File: src/rtl/axi2per_resp_queue_if.sv
// Request, peripheral-response and AXI R/B channel bundle for the response queue.
// The queue is the AXI slave: it drives the R/B channels and trans_ready_o.
interface axi2per_resp_queue_if #(
    parameter int PER_DATA_WIDTH = 32,
    parameter int AXI_ADDR_WIDTH = 32,
    parameter int AXI_DATA_WIDTH = 64,
    parameter int AXI_ID_WIDTH   = 3,
    parameter int AXI_USER_WIDTH = 6
);
    logic                      trans_req_i;
    logic                      trans_we_i;
    logic [AXI_ID_WIDTH-1:0]   trans_id_i;
    logic [AXI_ADDR_WIDTH-1:0] trans_add_i;
    logic [AXI_USER_WIDTH-1:0] trans_user_i;
    logic                      trans_ready_o;

    logic                      per_master_r_valid_i;
    logic                      per_master_r_opc_i;
    logic [PER_DATA_WIDTH-1:0] per_master_r_rdata_i;

    logic                      axi_slave_r_valid_o;
    logic                      axi_slave_r_ready_i;
    logic [AXI_DATA_WIDTH-1:0] axi_slave_r_data_o;
    logic [1:0]                axi_slave_r_resp_o;
    logic                      axi_slave_r_last_o;
    logic [AXI_ID_WIDTH-1:0]   axi_slave_r_id_o;
    logic [AXI_USER_WIDTH-1:0] axi_slave_r_user_o;

    logic                      axi_slave_b_valid_o;
    logic                      axi_slave_b_ready_i;
    logic [1:0]                axi_slave_b_resp_o;
    logic [AXI_ID_WIDTH-1:0]   axi_slave_b_id_o;
    logic [AXI_USER_WIDTH-1:0] axi_slave_b_user_o;

    modport slave (
        input  trans_req_i, trans_we_i, trans_id_i, trans_add_i, trans_user_i,
        output trans_ready_o,
        input  per_master_r_valid_i, per_master_r_opc_i, per_master_r_rdata_i,
        output axi_slave_r_valid_o,
        input  axi_slave_r_ready_i,
        output axi_slave_r_data_o, axi_slave_r_resp_o, axi_slave_r_last_o,
        output axi_slave_r_id_o, axi_slave_r_user_o,
        output axi_slave_b_valid_o,
        input  axi_slave_b_ready_i,
        output axi_slave_b_resp_o, axi_slave_b_id_o, axi_slave_b_user_o
    );

    modport master (
        output trans_req_i, trans_we_i, trans_id_i, trans_add_i, trans_user_i,
        input  trans_ready_o,
        output per_master_r_valid_i, per_master_r_opc_i, per_master_r_rdata_i,
        input  axi_slave_r_valid_o,
        output axi_slave_r_ready_i,
        input  axi_slave_r_data_o, axi_slave_r_resp_o, axi_slave_r_last_o,
        input  axi_slave_r_id_o, axi_slave_r_user_o,
        input  axi_slave_b_valid_o,
        output axi_slave_b_ready_i,
        input  axi_slave_b_resp_o, axi_slave_b_id_o, axi_slave_b_user_o
    );
endinterface

File: src/rtl/axi2per_resp_queue.sv
// In-order completion queue for the AXI-to-peripheral bridge: records request metadata,
// captures unbackpressured peripheral responses and returns them as single-beat R/B responses.
module axi2per_resp_queue #(
    parameter int PER_DATA_WIDTH  = 32,
    parameter int AXI_ADDR_WIDTH  = 32,
    parameter int AXI_DATA_WIDTH  = 64,
    parameter int AXI_ID_WIDTH    = 3,
    parameter int AXI_USER_WIDTH  = 6,
    parameter int MAX_OUTSTANDING = 4
) (
    input  logic                               clk_i,
    input  logic                               rst_ni,
    axi2per_resp_queue_if.slave                bus,
    output logic [$clog2(MAX_OUTSTANDING):0]   outstanding_o,
    output logic                               err_unexpected_o
);
    localparam int PTR_W    = $clog2(MAX_OUTSTANDING);
    localparam int CNT_W    = PTR_W + 1;
    localparam int RATIO    = AXI_DATA_WIDTH / PER_DATA_WIDTH;
    localparam int LANE_W   = $clog2(RATIO);
    localparam int LANE_SW  = (LANE_W > 0) ? LANE_W : 1;
    localparam int LANE_LSB = $clog2(PER_DATA_WIDTH / 8);

    // Pointers carry an extra wrap bit so "all entries awaiting a response"
    // (wr == rsp index, wrap differs) is distinguishable from "none awaiting".
    logic [CNT_W-1:0] r_wr_ptr, r_rsp_ptr, r_rd_ptr;
    logic             r_err;

    logic                      r_we   [MAX_OUTSTANDING];
    logic [AXI_ID_WIDTH-1:0]   r_id   [MAX_OUTSTANDING];
    logic [AXI_USER_WIDTH-1:0] r_user [MAX_OUTSTANDING];
    logic [LANE_SW-1:0]        r_lane [MAX_OUTSTANDING];
    logic                      r_done [MAX_OUTSTANDING];
    logic                      r_opc  [MAX_OUTSTANDING];
    logic [PER_DATA_WIDTH-1:0] r_data [MAX_OUTSTANDING];

    logic [PTR_W-1:0]          w_wr_idx, w_rsp_idx, w_rd_idx;
    logic [CNT_W-1:0]          w_count;
    logic                      w_ready, w_push, w_awaiting, w_capture, w_pop;
    logic                      w_r_valid, w_b_valid;
    logic [LANE_SW-1:0]        w_push_lane;
    logic [AXI_DATA_WIDTH-1:0] w_r_data;
    logic                      w_unused;

    assign w_wr_idx   = r_wr_ptr[PTR_W-1:0];
    assign w_rsp_idx  = r_rsp_ptr[PTR_W-1:0];
    assign w_rd_idx   = r_rd_ptr[PTR_W-1:0];
    assign w_count    = r_wr_ptr - r_rd_ptr;
    assign w_ready    = (w_count != CNT_W'(MAX_OUTSTANDING));
    assign w_push     = bus.trans_req_i & w_ready;
    assign w_awaiting = (r_wr_ptr != r_rsp_ptr);
    assign w_capture  = bus.per_master_r_valid_i & w_awaiting;

    assign w_r_valid = r_done[w_rd_idx] & r_we[w_rd_idx];
    assign w_b_valid = r_done[w_rd_idx] & ~r_we[w_rd_idx];
    assign w_pop     = (w_r_valid & bus.axi_slave_r_ready_i) | (w_b_valid & bus.axi_slave_b_ready_i);

    generate
        if (LANE_W > 0) begin : g_lane
            assign w_push_lane = bus.trans_add_i[LANE_LSB +: LANE_SW];
        end else begin : g_no_lane
            assign w_push_lane = '0;
        end
    endgenerate

    // Only the lane bits of the address are stored; the rest is intentionally dropped.
    assign w_unused = ^bus.trans_add_i;

    always_ff @(posedge clk_i or negedge rst_ni) begin
        if (!rst_ni) begin
            r_wr_ptr  <= '0;
            r_rsp_ptr <= '0;
            r_rd_ptr  <= '0;
            r_err     <= 1'b0;
        end else begin
            if (w_push)
                r_wr_ptr <= r_wr_ptr + CNT_W'(1);
            if (w_capture)
                r_rsp_ptr <= r_rsp_ptr + CNT_W'(1);
            if (w_pop)
                r_rd_ptr <= r_rd_ptr + CNT_W'(1);
            if (bus.per_master_r_valid_i && !w_awaiting)
                r_err <= 1'b1;
        end
    end

    // Push, capture and pop always target distinct entries, so each slot sees at most one.
    generate
        for (genvar gi = 0; gi < MAX_OUTSTANDING; gi++) begin : g_entry
            always_ff @(posedge clk_i or negedge rst_ni) begin
                if (!rst_ni) begin
                    r_we[gi]   <= 1'b0;
                    r_id[gi]   <= '0;
                    r_user[gi] <= '0;
                    r_lane[gi] <= '0;
                    r_done[gi] <= 1'b0;
                    r_opc[gi]  <= 1'b0;
                    r_data[gi] <= '0;
                end else begin
                    if (w_push && (w_wr_idx == PTR_W'(gi))) begin
                        r_we[gi]   <= bus.trans_we_i;
                        r_id[gi]   <= bus.trans_id_i;
                        r_user[gi] <= bus.trans_user_i;
                        r_lane[gi] <= w_push_lane;
                        r_done[gi] <= 1'b0;
                    end
                    if (w_capture && (w_rsp_idx == PTR_W'(gi))) begin
                        r_data[gi] <= bus.per_master_r_rdata_i;
                        r_opc[gi]  <= bus.per_master_r_opc_i;
                        r_done[gi] <= 1'b1;
                    end
                    if (w_pop && (w_rd_idx == PTR_W'(gi)))
                        r_done[gi] <= 1'b0;
                end
            end
        end

        for (genvar gi = 0; gi < RATIO; gi++) begin : g_steer
            assign w_r_data[gi*PER_DATA_WIDTH +: PER_DATA_WIDTH] =
                (w_r_valid && (r_lane[w_rd_idx] == LANE_SW'(gi))) ? r_data[w_rd_idx] : '0;
        end
    endgenerate

    assign bus.trans_ready_o = w_ready;

    assign bus.axi_slave_r_valid_o = w_r_valid;
    assign bus.axi_slave_r_data_o  = w_r_data;
    assign bus.axi_slave_r_resp_o  = (w_r_valid && r_opc[w_rd_idx]) ? 2'b10 : 2'b00;
    assign bus.axi_slave_r_last_o  = w_r_valid;
    assign bus.axi_slave_r_id_o    = w_r_valid ? r_id[w_rd_idx] : '0;
    assign bus.axi_slave_r_user_o  = w_r_valid ? r_user[w_rd_idx] : '0;

    assign bus.axi_slave_b_valid_o = w_b_valid;
    assign bus.axi_slave_b_resp_o  = (w_b_valid && r_opc[w_rd_idx]) ? 2'b10 : 2'b00;
    assign bus.axi_slave_b_id_o    = w_b_valid ? r_id[w_rd_idx] : '0;
    assign bus.axi_slave_b_user_o  = w_b_valid ? r_user[w_rd_idx] : '0;

    assign outstanding_o    = w_count;
    assign err_unexpected_o = r_err;
endmodule

File: src/flat_wrapper.sv
// flat-port wrapper written by rule: the top's interface ports become plain ports
module axi2per_resp_queue_flat 
#(
    parameter int PER_DATA_WIDTH  = 32,
    parameter int AXI_ADDR_WIDTH  = 32,
    parameter int AXI_DATA_WIDTH  = 64,
    parameter int AXI_ID_WIDTH    = 3,
    parameter int AXI_USER_WIDTH  = 6,
    parameter int MAX_OUTSTANDING = 4
)
  (clk_i, rst_ni, outstanding_o, err_unexpected_o, bus_trans_req_i, bus_trans_we_i, bus_trans_id_i, bus_trans_add_i, bus_trans_user_i, bus_trans_ready_o, bus_per_master_r_valid_i, bus_per_master_r_opc_i, bus_per_master_r_rdata_i, bus_axi_slave_r_valid_o, bus_axi_slave_r_ready_i, bus_axi_slave_r_data_o, bus_axi_slave_r_resp_o, bus_axi_slave_r_last_o, bus_axi_slave_r_id_o, bus_axi_slave_r_user_o, bus_axi_slave_b_valid_o, bus_axi_slave_b_ready_i, bus_axi_slave_b_resp_o, bus_axi_slave_b_id_o, bus_axi_slave_b_user_o);
  axi2per_resp_queue_if #(.PER_DATA_WIDTH(PER_DATA_WIDTH), .AXI_ADDR_WIDTH(AXI_ADDR_WIDTH), .AXI_DATA_WIDTH(AXI_DATA_WIDTH), .AXI_ID_WIDTH(AXI_ID_WIDTH), .AXI_USER_WIDTH(AXI_USER_WIDTH)) bus_i ();
  input  logic clk_i;
  input  logic rst_ni;
  output logic [$clog2(MAX_OUTSTANDING):0] outstanding_o;
  output logic err_unexpected_o;
  input wire logic [$bits(bus_i.trans_req_i)-1:0] bus_trans_req_i;
  input wire logic [$bits(bus_i.trans_we_i)-1:0] bus_trans_we_i;
  input wire logic [$bits(bus_i.trans_id_i)-1:0] bus_trans_id_i;
  input wire logic [$bits(bus_i.trans_add_i)-1:0] bus_trans_add_i;
  input wire logic [$bits(bus_i.trans_user_i)-1:0] bus_trans_user_i;
  output wire logic [$bits(bus_i.trans_ready_o)-1:0] bus_trans_ready_o;
  input wire logic [$bits(bus_i.per_master_r_valid_i)-1:0] bus_per_master_r_valid_i;
  input wire logic [$bits(bus_i.per_master_r_opc_i)-1:0] bus_per_master_r_opc_i;
  input wire logic [$bits(bus_i.per_master_r_rdata_i)-1:0] bus_per_master_r_rdata_i;
  output wire logic [$bits(bus_i.axi_slave_r_valid_o)-1:0] bus_axi_slave_r_valid_o;
  input wire logic [$bits(bus_i.axi_slave_r_ready_i)-1:0] bus_axi_slave_r_ready_i;
  output wire logic [$bits(bus_i.axi_slave_r_data_o)-1:0] bus_axi_slave_r_data_o;
  output wire logic [$bits(bus_i.axi_slave_r_resp_o)-1:0] bus_axi_slave_r_resp_o;
  output wire logic [$bits(bus_i.axi_slave_r_last_o)-1:0] bus_axi_slave_r_last_o;
  output wire logic [$bits(bus_i.axi_slave_r_id_o)-1:0] bus_axi_slave_r_id_o;
  output wire logic [$bits(bus_i.axi_slave_r_user_o)-1:0] bus_axi_slave_r_user_o;
  output wire logic [$bits(bus_i.axi_slave_b_valid_o)-1:0] bus_axi_slave_b_valid_o;
  input wire logic [$bits(bus_i.axi_slave_b_ready_i)-1:0] bus_axi_slave_b_ready_i;
  output wire logic [$bits(bus_i.axi_slave_b_resp_o)-1:0] bus_axi_slave_b_resp_o;
  output wire logic [$bits(bus_i.axi_slave_b_id_o)-1:0] bus_axi_slave_b_id_o;
  output wire logic [$bits(bus_i.axi_slave_b_user_o)-1:0] bus_axi_slave_b_user_o;
  assign bus_i.trans_req_i = bus_trans_req_i;
  assign bus_i.trans_we_i = bus_trans_we_i;
  assign bus_i.trans_id_i = bus_trans_id_i;
  assign bus_i.trans_add_i = bus_trans_add_i;
  assign bus_i.trans_user_i = bus_trans_user_i;
  assign bus_trans_ready_o = bus_i.trans_ready_o;
  assign bus_i.per_master_r_valid_i = bus_per_master_r_valid_i;
  assign bus_i.per_master_r_opc_i = bus_per_master_r_opc_i;
  assign bus_i.per_master_r_rdata_i = bus_per_master_r_rdata_i;
  assign bus_axi_slave_r_valid_o = bus_i.axi_slave_r_valid_o;
  assign bus_i.axi_slave_r_ready_i = bus_axi_slave_r_ready_i;
  assign bus_axi_slave_r_data_o = bus_i.axi_slave_r_data_o;
  assign bus_axi_slave_r_resp_o = bus_i.axi_slave_r_resp_o;
  assign bus_axi_slave_r_last_o = bus_i.axi_slave_r_last_o;
  assign bus_axi_slave_r_id_o = bus_i.axi_slave_r_id_o;
  assign bus_axi_slave_r_user_o = bus_i.axi_slave_r_user_o;
  assign bus_axi_slave_b_valid_o = bus_i.axi_slave_b_valid_o;
  assign bus_i.axi_slave_b_ready_i = bus_axi_slave_b_ready_i;
  assign bus_axi_slave_b_resp_o = bus_i.axi_slave_b_resp_o;
  assign bus_axi_slave_b_id_o = bus_i.axi_slave_b_id_o;
  assign bus_axi_slave_b_user_o = bus_i.axi_slave_b_user_o;
  axi2per_resp_queue #(.PER_DATA_WIDTH(PER_DATA_WIDTH), .AXI_ADDR_WIDTH(AXI_ADDR_WIDTH), .AXI_DATA_WIDTH(AXI_DATA_WIDTH), .AXI_ID_WIDTH(AXI_ID_WIDTH), .AXI_USER_WIDTH(AXI_USER_WIDTH), .MAX_OUTSTANDING(MAX_OUTSTANDING)) u_core (.clk_i(clk_i), .rst_ni(rst_ni), .bus(bus_i), .outstanding_o(outstanding_o), .err_unexpected_o(err_unexpected_o));
endmodule
File: config.mk
export PLATFORM = sky130hd
export DESIGN_NAME = axi2per_resp_queue_flat
export DESIGN_NICKNAME = d
export VERILOG_FILES = /design/src/rtl/axi2per_resp_queue_if.sv /design/src/rtl/axi2per_resp_queue.sv /design/src/flat_wrapper.sv
export SDC_FILE = /design/constraint.sdc
export NUM_CORES = 1
export LEC_CHECK = 0
export CAP_MARGIN = 10
export CORE_MARGIN = 10
export CORE_UTILIZATION = 52
export CTS_CLUSTER_DIAMETER = 100
export DETAILED_ROUTE_END_ITERATION = 16
export HOLD_SLACK_MARGIN = 0.06
export PLACE_DENSITY = 0.89
export SLEW_MARGIN = 0
export SYNTH_ARGS = -nofsm -noshare
export SYNTH_HDL_FRONTEND = slang
export SYNTH_SLANG_ARGS = --single-unit
export TNS_END_PERCENT = 50
File: constraint.sdc
create_clock -name clk_i -period 2.95 [get_ports clk_i]
set_input_delay 0.7375 -clock clk_i [delete_from_list [all_inputs] [get_ports clk_i]]
set_output_delay 0.7375 -clock clk_i [all_outputs]
set_load 0.02 [all_outputs]
== Yosys cells after proc, flatten, opt, wreduce, memory -nomap -nowiden ==
Index checks and enable logic that the tools add are counted.
Storage, ports and cells
  logic and storage cells: 124
  input bits: 81
  register bits: 190
Cells by class
  bitwise operators: 10
  order comparisons: 1
  equality and inequality tests: 11
  add/subtract/negate cells: 4
  multiplexer cells: 41
  reduce and logical (&&, ||, !) cells: 25
Operator list (count)
  32-bit 2-to-1 mux: 4
  32-bit binary-select mux with 2-bit select: 1
  6-bit 2-to-1 mux: 4
  1-bit 2-to-1 mux: 20
  1-bit logical AND: 17
  6-bit binary-select mux with 2-bit select: 1
  2-bit equality test (second input constant): 6
  3-bit 2-to-1 mux: 4
  3-bit nonzero test: 4
  3-bit by 1-bit adder with 3-bit output (second input constant): 3
  1-bit binary-select mux with 2-bit select: 4
  1-bit bitwise AND: 6
  3-bit binary-select mux with 2-bit select: 1
  2-bit by 1-bit equality test with 1-bit output (second input constant): 3
  2-bit zero test: 3
  2-bit 2-to-1 mux: 2
  3-bit >= comparator (second input constant): 1
  3-bit inequality test: 1
  3-bit inequality test (second input constant): 1
  2-bit NOT with 3-bit output: 1
  3-bit subtractor: 1
  1-bit NOT: 2
  1-bit zero test: 1
  1-bit OR: 1

== Logic depth before layout (Yosys ltp) ==
Gate-level depths: netlist (run 1).
  depth after elaboration: 10
  depth in mapped cells: 7

== Worst setup path before layout (run 1) ==
Ideal clock, no wire load.
  kind: register to output
  from: register u_core.r_rd_ptr[0]
  to: output bus_axi_slave_b_id_o[2]
  cell stages (with the launch flop): 6
  arrival time: 1877 ps
  setup slack: 336 ps
  data required time: 2213 ps
  path through: dfrtp_1 buf_6 mux4_2 nor2b_1 clkbuf_1 and2_1
Between the ends
  cells in the longest elaborated chain, start to end: 7
  elaborated cells on any way between the ends: 13
  those cells by class: 10 x mux; 3 x bitwise
Ends and longest elaborated chain
  start: declaration: line axi2per_resp_queue.sv:26  | logic [CNT_W-1:0] r_wr_ptr, r_rsp_ptr, r_rd_ptr;
  start signal: assignment: line axi2per_resp_queue.sv:81  | r_rd_ptr <= r_rd_ptr + CNT_W'(1);
  2-bit NOT with 3-bit output (implied by the code) *: line axi2per_resp_queue.sv:55  | assign w_b_valid = r_done[w_rd_idx] & ~r_we[w_rd_idx];
  1-bit binary-select mux with 2-bit select: line axi2per_resp_queue.sv:55
  1-bit 2-to-1 mux (implied by the code) (2 in series): line axi2per_resp_queue.sv:55
  1-bit NOT: line axi2per_resp_queue.sv:55
  1-bit bitwise AND *: line axi2per_resp_queue.sv:55
  via bus_axi_slave_b_valid_o: line flat_wrapper.sv:33  | output wire logic [$bits(bus_i.axi_slave_b_valid_o)-1:0] bus_axi_slave_b_valid_o;
  3-bit 2-to-1 mux *: line axi2per_resp_queue.sv:135  | assign bus.axi_slave_b_id_o = w_b_valid ? r_id[w_rd_idx] : '0;
  end: declaration: line flat_wrapper.sv:36  | output wire logic [$bits(bus_i.axi_slave_b_id_o)-1:0] bus_axi_slave_b_id_o;
Mark *: on every way through the listed nets, which the timed path passes. The rest lies on a longest branch. The select of a mux whose other input is x is not followed.

== Worst setup path in the final report (run 1) ==
  from: register u_core.r_rd_ptr[0]
  to: output bus_axi_slave_r_data_o[0]
Between the ends
  cells in the longest elaborated chain, start to end: 7
  elaborated cells on any way between the ends: 17
  those cells by class: 13 x mux; 3 x bitwise; 1 x reduce/logical
Ends and longest elaborated chain
  2-bit NOT with 3-bit output (implied by the code) *: line axi2per_resp_queue.sv:54, axi2per_resp_queue.sv:120
  1-bit binary-select mux with 2-bit select (on tied branches): line axi2per_resp_queue.sv:54, axi2per_resp_queue.sv:120
  1-bit 2-to-1 mux (on tied branches) (2 in series): line axi2per_resp_queue.sv:54, axi2per_resp_queue.sv:120
  1-bit bitwise AND or 1-bit NOT (tied branches): line axi2per_resp_queue.sv:54, axi2per_resp_queue.sv:120
  1-bit logical AND: line axi2per_resp_queue.sv:120  | (w_r_valid && (r_lane[w_rd_idx] == LANE_SW'(gi))) ? r_data[w_rd_idx] : '0;
  32-bit 2-to-1 mux *: line axi2per_resp_queue.sv:120
  end: declaration: line flat_wrapper.sv:28  | output wire logic [$bits(bus_i.axi_slave_r_data_o)-1:0] bus_axi_slave_r_data_o;
Mark *: on every way between the ends. The rest lies on a longest branch, timed or not. The select of a mux whose other input is x is not followed.

==> flow_metrics.env, run 1 <==
export IMPL_violations="negative setup slack"
export IMPL_slowest_delay_ns=0.54
export IMPL_p_total_uw=15010
export IMPL_die_area_um2=23090
export IMPL_cp_required_ns=2.21
export IMPL_first_global_vias=6380
export IMPL_ir_worst_vdd_mv=0.5473
export IMPL_setup_viol=1
export IMPL_max_freq_ghz=0.3389
export IMPL_multi_input_area_um2=4180
export IMPL_post_route_period_util_pct=100.0
export IMPL_r2r_cells=8
export IMPL_place_area_um2=10890
export IMPL_vias=5577
export IMPL_ys_types=34
export IMPL_clkSlewWorstSetupHoldPaths_ns=0.06
export IMPL_status="complete, but fails checks"
export IMPL_setup_ws_ns=-0.0007014
export IMPL_maxCapViolations=0
export IMPL_finalHoldViolations=0
export IMPL_start_util_pct=52.70
export IMPL_io_buffers=141
export IMPL_std_cell_rows=48
export IMPL_grt_pass1_wl_um=34110
export IMPL_die_h_um=151.9
export IMPL_startpoint_type="flip-flop"
export IMPL_clock_skew_ns=0.006099
export IMPL_highest_layer="met4"
export IMPL_clock_latency_ns=0.42
export IMPL_cts_htree_levels=4
export IMPL_dp_cells=972
export IMPL_post_synth_inst_count=604
export IMPL_via_per_inst=5.538
export IMPL_path_buf_inv=2
export IMPL_ys_ff_latch=190
export IMPL_wirelength_um=21040
export IMPL_final_util_pct=66.76
export IMPL_drtIter0Drc=271
export IMPL_path_class="reg -> out"
export IMPL_yosysTopAreaCellShare_pct=52.52
export IMPL_crit_fanout=20
export IMPL_clock_path_buffers=2
export IMPL_reg2reg_to="u_core.r_id[9]"
export IMPL_cts_tree="built"
export IMPL_ff_latch_area_um2=4760
export IMPL_tightestPinTransition_ns=0.7404
export IMPL_met3_length_um=1016
export IMPL_route_detailed_drc=0
export IMPL_stdcell_area_um2=11470
export IMPL_cp_cell_sequence="mux4_2, or2_4, buf_12, nor2b_1, buf_4"
export IMPL_synth_seq_area_share_pct=52.52
export IMPL_dr_wl_met2_um=11240
export IMPL_p_per_area_nw_per_um2=1309
export IMPL_crit_path_end_kind="primary output"
export IMPL_synthToLayoutAreaGrowth_pct=26.68
export IMPL_holdWs_ns=0.3459
export IMPL_final_nets=867
export IMPL_rsz0062_at_grt="yes"
export IMPL_slew_viol_final=0
export IMPL_reg2reg_slack_ns=0.36
export IMPL_gp_congestion=0.8180
export IMPL_crit_family="multiplexers"
export IMPL_antenna_left=0
export IMPL_diodes=0
export IMPL_die_w_um=151.9
export IMPL_hp_class="in -> async"
export IMPL_yosys_warnings=0
export IMPL_wl_per_cell_um=20.89
export IMPL_wl_met1_um=8514
export IMPL_cts_sinks=190
export IMPL_grt_max_degree=92
export IMPL_power_leakage_uw=0.005106
export IMPL_antenna_found_initial=1
export IMPL_ioPinCount=175
export IMPL_syn_mean_instance_area_um2=14.99
export IMPL_fillers=1220
export IMPL_final_layout_size_suffix_gt1_share_pct=54.09
export IMPL_hpwl_um=14550
export IMPL_reg2reg_from="u_core.r_rd_ptr[0]"
export IMPL_core_um2=17180
export IMPL_final_cells=1007
export IMPL_synth_largest_area_cell="dfrtp_1"
export IMPL_grt_overflow=0
export IMPL_maxSlewHeadroom_pct=50.64
export IMPL_synth_area_um2=9052
export IMPL_period_minus_slack_ns=2.951
export IMPL_firstDrtPassIters=4
export IMPL_yosys_top_cells_area="dfrtp_1, mux2_2, mux4_2"
export IMPL_gr_usage_all_layers_pct=18.15
export IMPL_clockRootBuffer="clkbuf_16"
export IMPL_cts_made_buffers=17
export IMPL_cp_data_arrival_time_ns=2.21
export IMPL_cp_slowest_cell="mux4_2"
[metal layers]
metal | vias up | track usage [%]
li1 | 2490 | -
met1 | 2923 | 21.12
met2 | 137 | 32.26
met3 | 27 | 4.459
met4 | 0 | 5.502
met5 | - | 0
[through the flow]
stage	setup WS [ns]	setup TNS, ns
2_1_floorplan	0.3356	0
3_3_place_gp	-0.07889	-2.674
3_5_place_dp	-0.1094	-3.139
4_1_cts	-0.1643	-2.194
5_1_grt	-0.07148	-2.887
6_report	-0.0007014	-0.0007014
[report_power, final]
group	internal [µW]	switching, µW
clock	1270	919
combinational	4460	3640
sequential	3970	743
[sequential cells by signal, summed over array words and instances (netlist names)]
name	flops
u_core.r_opc	4
u_core.r_wr_ptr	3
u_core.r_id	12
u_core.r_done	4
u_core.r_data	128
u_core.r_we	4
u_core.err_unexpected_o	1
u_core.r_lane	4
u_core.r_rsp_ptr	3
u_core.r_user	24
u_core.r_rd_ptr	3
[how the worst max path moves through the flow]
stage	start	depth (start not counted)	end
2_1_floorplan	u_core.r_rd_ptr[0]	5	bus_axi_slave_b_id_o[2]
3_3_place_gp	u_core.r_rd_ptr[0]	6	bus_axi_slave_r_data_o[29]
3_5_place_dp	u_core.r_rd_ptr[0]	6	bus_axi_slave_b_id_o[2]
4_1_cts	u_core.r_rd_ptr[0]	4	bus_axi_slave_r_data_o[32]
5_1_grt	u_core.r_rd_ptr[0]	5	bus_axi_slave_r_data_o[6]
6_report	u_core.r_rd_ptr[0]	5	bus_axi_slave_r_data_o[0]
[layout by cell type, fill, tap and decap left out, types with 2 or more instances in the layout]
cell type / Yosys / final
a22oi_1: 3 / 3
a31oi_1: 3 / 3
and2_1: 42 / 28
and2_4: 0 / 14
and3_1: 11 / 10
buf_12: 0 / 5
buf_2: 20 / 27
buf_4: 7 / 59
buf_6: 1 / 32
buf_8: 0 / 3
bufinv_16: 0 / 2
clkbuf_1: 9 / 2
clkbuf_16: 0 / 17
clkbuf_2: 0 / 6
clkbuf_8: 0 / 3
clkdlybuf4s50_1: 0 / 49
clkinv_2: 0 / 5
conb_1: 1 / 2
dfrtp_1: 190 / 188
dlygate4sd2_1: 0 / 3
ha_1: 13 / 12
inv_1: 10 / 10
mux2_2: 177 / 177
mux4_2: 45 / 45
nand2_1: 8 / 8
nand2_2: 4 / 4
nand2b_1: 4 / 4
nor2b_1: 33 / 23
nor2b_2: 1 / 5
nor2b_4: 0 / 6
xnor2_1: 7 / 7
xor2_1: 2 / 2
[timing repair]
| action | CTS | global route |
|---|---|---|
| hold buffers | 0 | 0 |
| setup buffers | 2 | 4 |
| hold endpoints to repair | 0 | 0 |
| pin swaps | 0 | 7 |
| endpoints found under the setup margin | 90 | 87 |
| gates resized for setup | 335 | 144 |
[area by class of cell]
class / instances / area share, %
well taps: 225 / 2.455
clock buffers: 21 / 4.015
multi-input cells: 367 / 36.45
inverters: 10 / 0.3273
flip-flops and latches: 190 / 41.51
clock inverters: 8 / 0.8074
repair buffers: 186 / 14.44
[synth_stat cells]
master	n
dfrtp_1	190
mux2_2	177
mux4_2	45
and2_1	42
nor2b_1	33
buf_2	20
ha_1	13
and3_1	11
inv_1	10
clkbuf_1	9
nand2_1	8
buf_4	7
xnor2_1	7
nand2_2	4
nand2b_1	4
a22oi_1	3
a31oi_1	3
xor2_1	2
a21oi_1	1
a31oi_2	1
a31oi_4	1
a41o_1	1
buf_1	1
buf_6	1
conb_1	1
fa_1	1
mux2_4	1
mux2i_1	1
nand3_1	1
nor2_1	1
nor2b_2	1
o21ai_0	1
or2_1	1
xor3_2	1
[cell families after synthesis]
group | count (synthesis) | share of synthesized area, %
other cells | 1 | 0.04143
buf+inv | 48 | 2.640
simple gates | 106 | 7.090
xor+xnor | 10 | 1.147
fa+ha+maj | 14 | 2.018
compound gates | 11 | 1.050
mux | 224 | 33.49
flops | 190 | 52.52
Power figures use the tool's default switching activity.
==> run 2, diff against run 1 <==
- SETUP_SLACK_MARGIN: default -> 0.1
==> flow_metrics.env, run 2 (synthesized netlist as in run 1, its figures left out) <==
export IMPL_status="complete, no violations"
export IMPL_crit_path_end_kind="primary output"
export IMPL_gp_congestion=0.8180
export IMPL_p_total_uw=15360
export IMPL_cp_data_arrival_time_ns=2.21
export IMPL_final_cells=1007
export IMPL_ioPinCount=175
export IMPL_vias=5556
export IMPL_maxSlewHeadroom_pct=50.90
export IMPL_diodes=0
export IMPL_setup_viol=0
export IMPL_cp_slowest_cell="mux4_2"
export IMPL_route_detailed_drc=0
export IMPL_hp_class="in -> async"
export IMPL_power_leakage_uw=0.005130
export IMPL_grt_max_degree=92
export IMPL_maxCapViolations=0
export IMPL_io_buffers=141
export IMPL_path_class="reg -> out"
export IMPL_clock_skew_ns=0.006984
export IMPL_firstDrtPassIters=4
export IMPL_final_nets=867
export IMPL_final_util_pct=67.86
export IMPL_wl_per_cell_um=21.03
export IMPL_drtIter0Drc=272
export IMPL_clock_latency_ns=0.42
export IMPL_antenna_left=0
export IMPL_grt_overflow=0
export IMPL_clock_path_buffers=2
export IMPL_std_cell_rows=48
export IMPL_cts_tree="built"
export IMPL_first_global_vias=6366
export IMPL_crit_fanout=20
export IMPL_slowest_delay_ns=0.54
export IMPL_core_um2=17180
export IMPL_post_route_period_util_pct=99.92
export IMPL_p_per_area_nw_per_um2=1318
export IMPL_largest_register="u_core.r_data"
export IMPL_grt_pass1_wl_um=34080
export IMPL_largest_reg_flops=128
export IMPL_rsz0062_at_grt="yes"
export IMPL_hpwl_um=14550
export IMPL_start_util_pct=52.70
export IMPL_top_regs="u_core.r_data x128, u_core.r_user x24, u_core.r_id x12"
export IMPL_max_freq_ghz=0.3392
export IMPL_final_layout_size_suffix_gt1_share_pct=56.78
export IMPL_dp_cells=972
export IMPL_clkSlewWorstSetupHoldPaths_ns=0.06
export IMPL_startpoint_type="flip-flop"
export IMPL_path_buf_inv=2
export IMPL_cts_sinks=190
export IMPL_synthToLayoutAreaGrowth_pct=28.76
export IMPL_cp_cell_sequence="mux4_2, or2_4, buf_12, nor2b_1, buf_4"
export IMPL_die_h_um=151.9
export IMPL_finalHoldViolations=0
export IMPL_ir_worst_vdd_mv=0.5723
export IMPL_gr_usage_all_layers_pct=18.12
export IMPL_layout_common_cells="dfrtp_1, mux2_2, buf_4"
export IMPL_cts_made_buffers=17
export IMPL_wirelength_um=21170
export IMPL_final_common_cell="dfrtp_1"
export IMPL_crit_family="multiplexers"
export IMPL_slew_viol_final=0
export IMPL_antenna_found_initial=1
export IMPL_die_w_um=151.9
export IMPL_die_area_um2=23090
export IMPL_cts_htree_levels=4
export IMPL_cp_required_ns=2.21
export IMPL_clockRootBuffer="clkbuf_16"
export IMPL_period_minus_slack_ns=2.948
export IMPL_tightestPinTransition_ns=0.7364
export IMPL_via_per_inst=5.517
## run 2: cell count changes in the layout (fill, tap and decap cells not counted), moves of 7 or more
cell / previous run / this run
buf_6: 32 / 52
and2_1: 28 / 14
and2_4: 14 / 28
buf_2: 27 / 14
and3_1: 10 / 3
and3_4: 1 / 8
## run 2: repair_timing
item,in CTS,in global routing
setup buffers,3,3
pin swaps,1,17
setup endpoints to repair,90,90
gates resized for setup,384,166
hold buffers,0,0
## run 2: area by class of cell
type / instances / area, µm²
tap: 225 / 281.5
inverter: 10 / 37.54
clock inverter: 8 / 92.59
fill: 1177 / 5520
sequential: 190 / 4760
multi-input combinational: 367 / 4245
timing repair buffer: 186 / 1779
clock buffer: 21 / 460.4
## run 2: layer usage
| layer | wire length, µm | GRT usage, % | vias to the layer above |
|---|---|---|---|
| li1 | - | - | 2489 |
| met1 | 8598 | 21.23 | 2899 |
| met2 | 11270 | 32.07 | 144 |
| met3 | 1034 | 4.431 | 24 |
| met4 | 274 | 5.456 | 0 |
| met5 | 0 | 0 | - |
## run 2: worst paths after layout
kind,slack [ns],start,endpoint,depth (start not counted)
min in group clk_i,0.50,u_core.r_data[10],u_core.r_data[10],1
max reg2reg,0.35,u_core.r_rd_ptr[0],u_core.r_user[19],8
min,0.35,rst_ni,u_core.r_data[50],1
max in group asynchronous,1.72,rst_ni,u_core.r_data[46],2
max,0.002,u_core.r_rd_ptr[0],bus_axi_slave_r_data_o[12],5
min reg2reg,0.50,u_core.r_data[10],u_core.r_data[10],1
## run 2: report_power, final
part / internal [µW] / switching (µW) / total [µW]
clock: 1270 / 927 / 2200
sequential: 3970 / 744 / 4720
combinational: 4720 / 3730 / 8450
## run 2: worst reg2reg max path, cell delays in order (launching register included)
cell and delay (ns):
dfrtp_4 0.53, buf_6 0.17, ha_4 0.16, fa_2 0.32, xor3_2 0.27, buf_4 0.17, a31oi_1 0.22, buf_4 0.27
mux2_2 0.37
## run 2: per-stage QoR
step | hold WS (ns) | setup slack (ns) | TNS [ns] | cell area (µm²)
2_1_floorplan | 0.4419 | 0.3356 | 0 | 9056
3_3_place_gp | 0.4814 | -0.07889 | -2.674 | 10890
6_report | 0.3511 | 0.002274 | 0 | 11660
3_5_place_dp | 0.4901 | -0.1094 | -3.139 | 10890
4_1_cts | 0.3842 | -0.1585 | -2.009 | 11300
5_1_grt | 0.4100 | -0.08047 | -3.209 | 11660
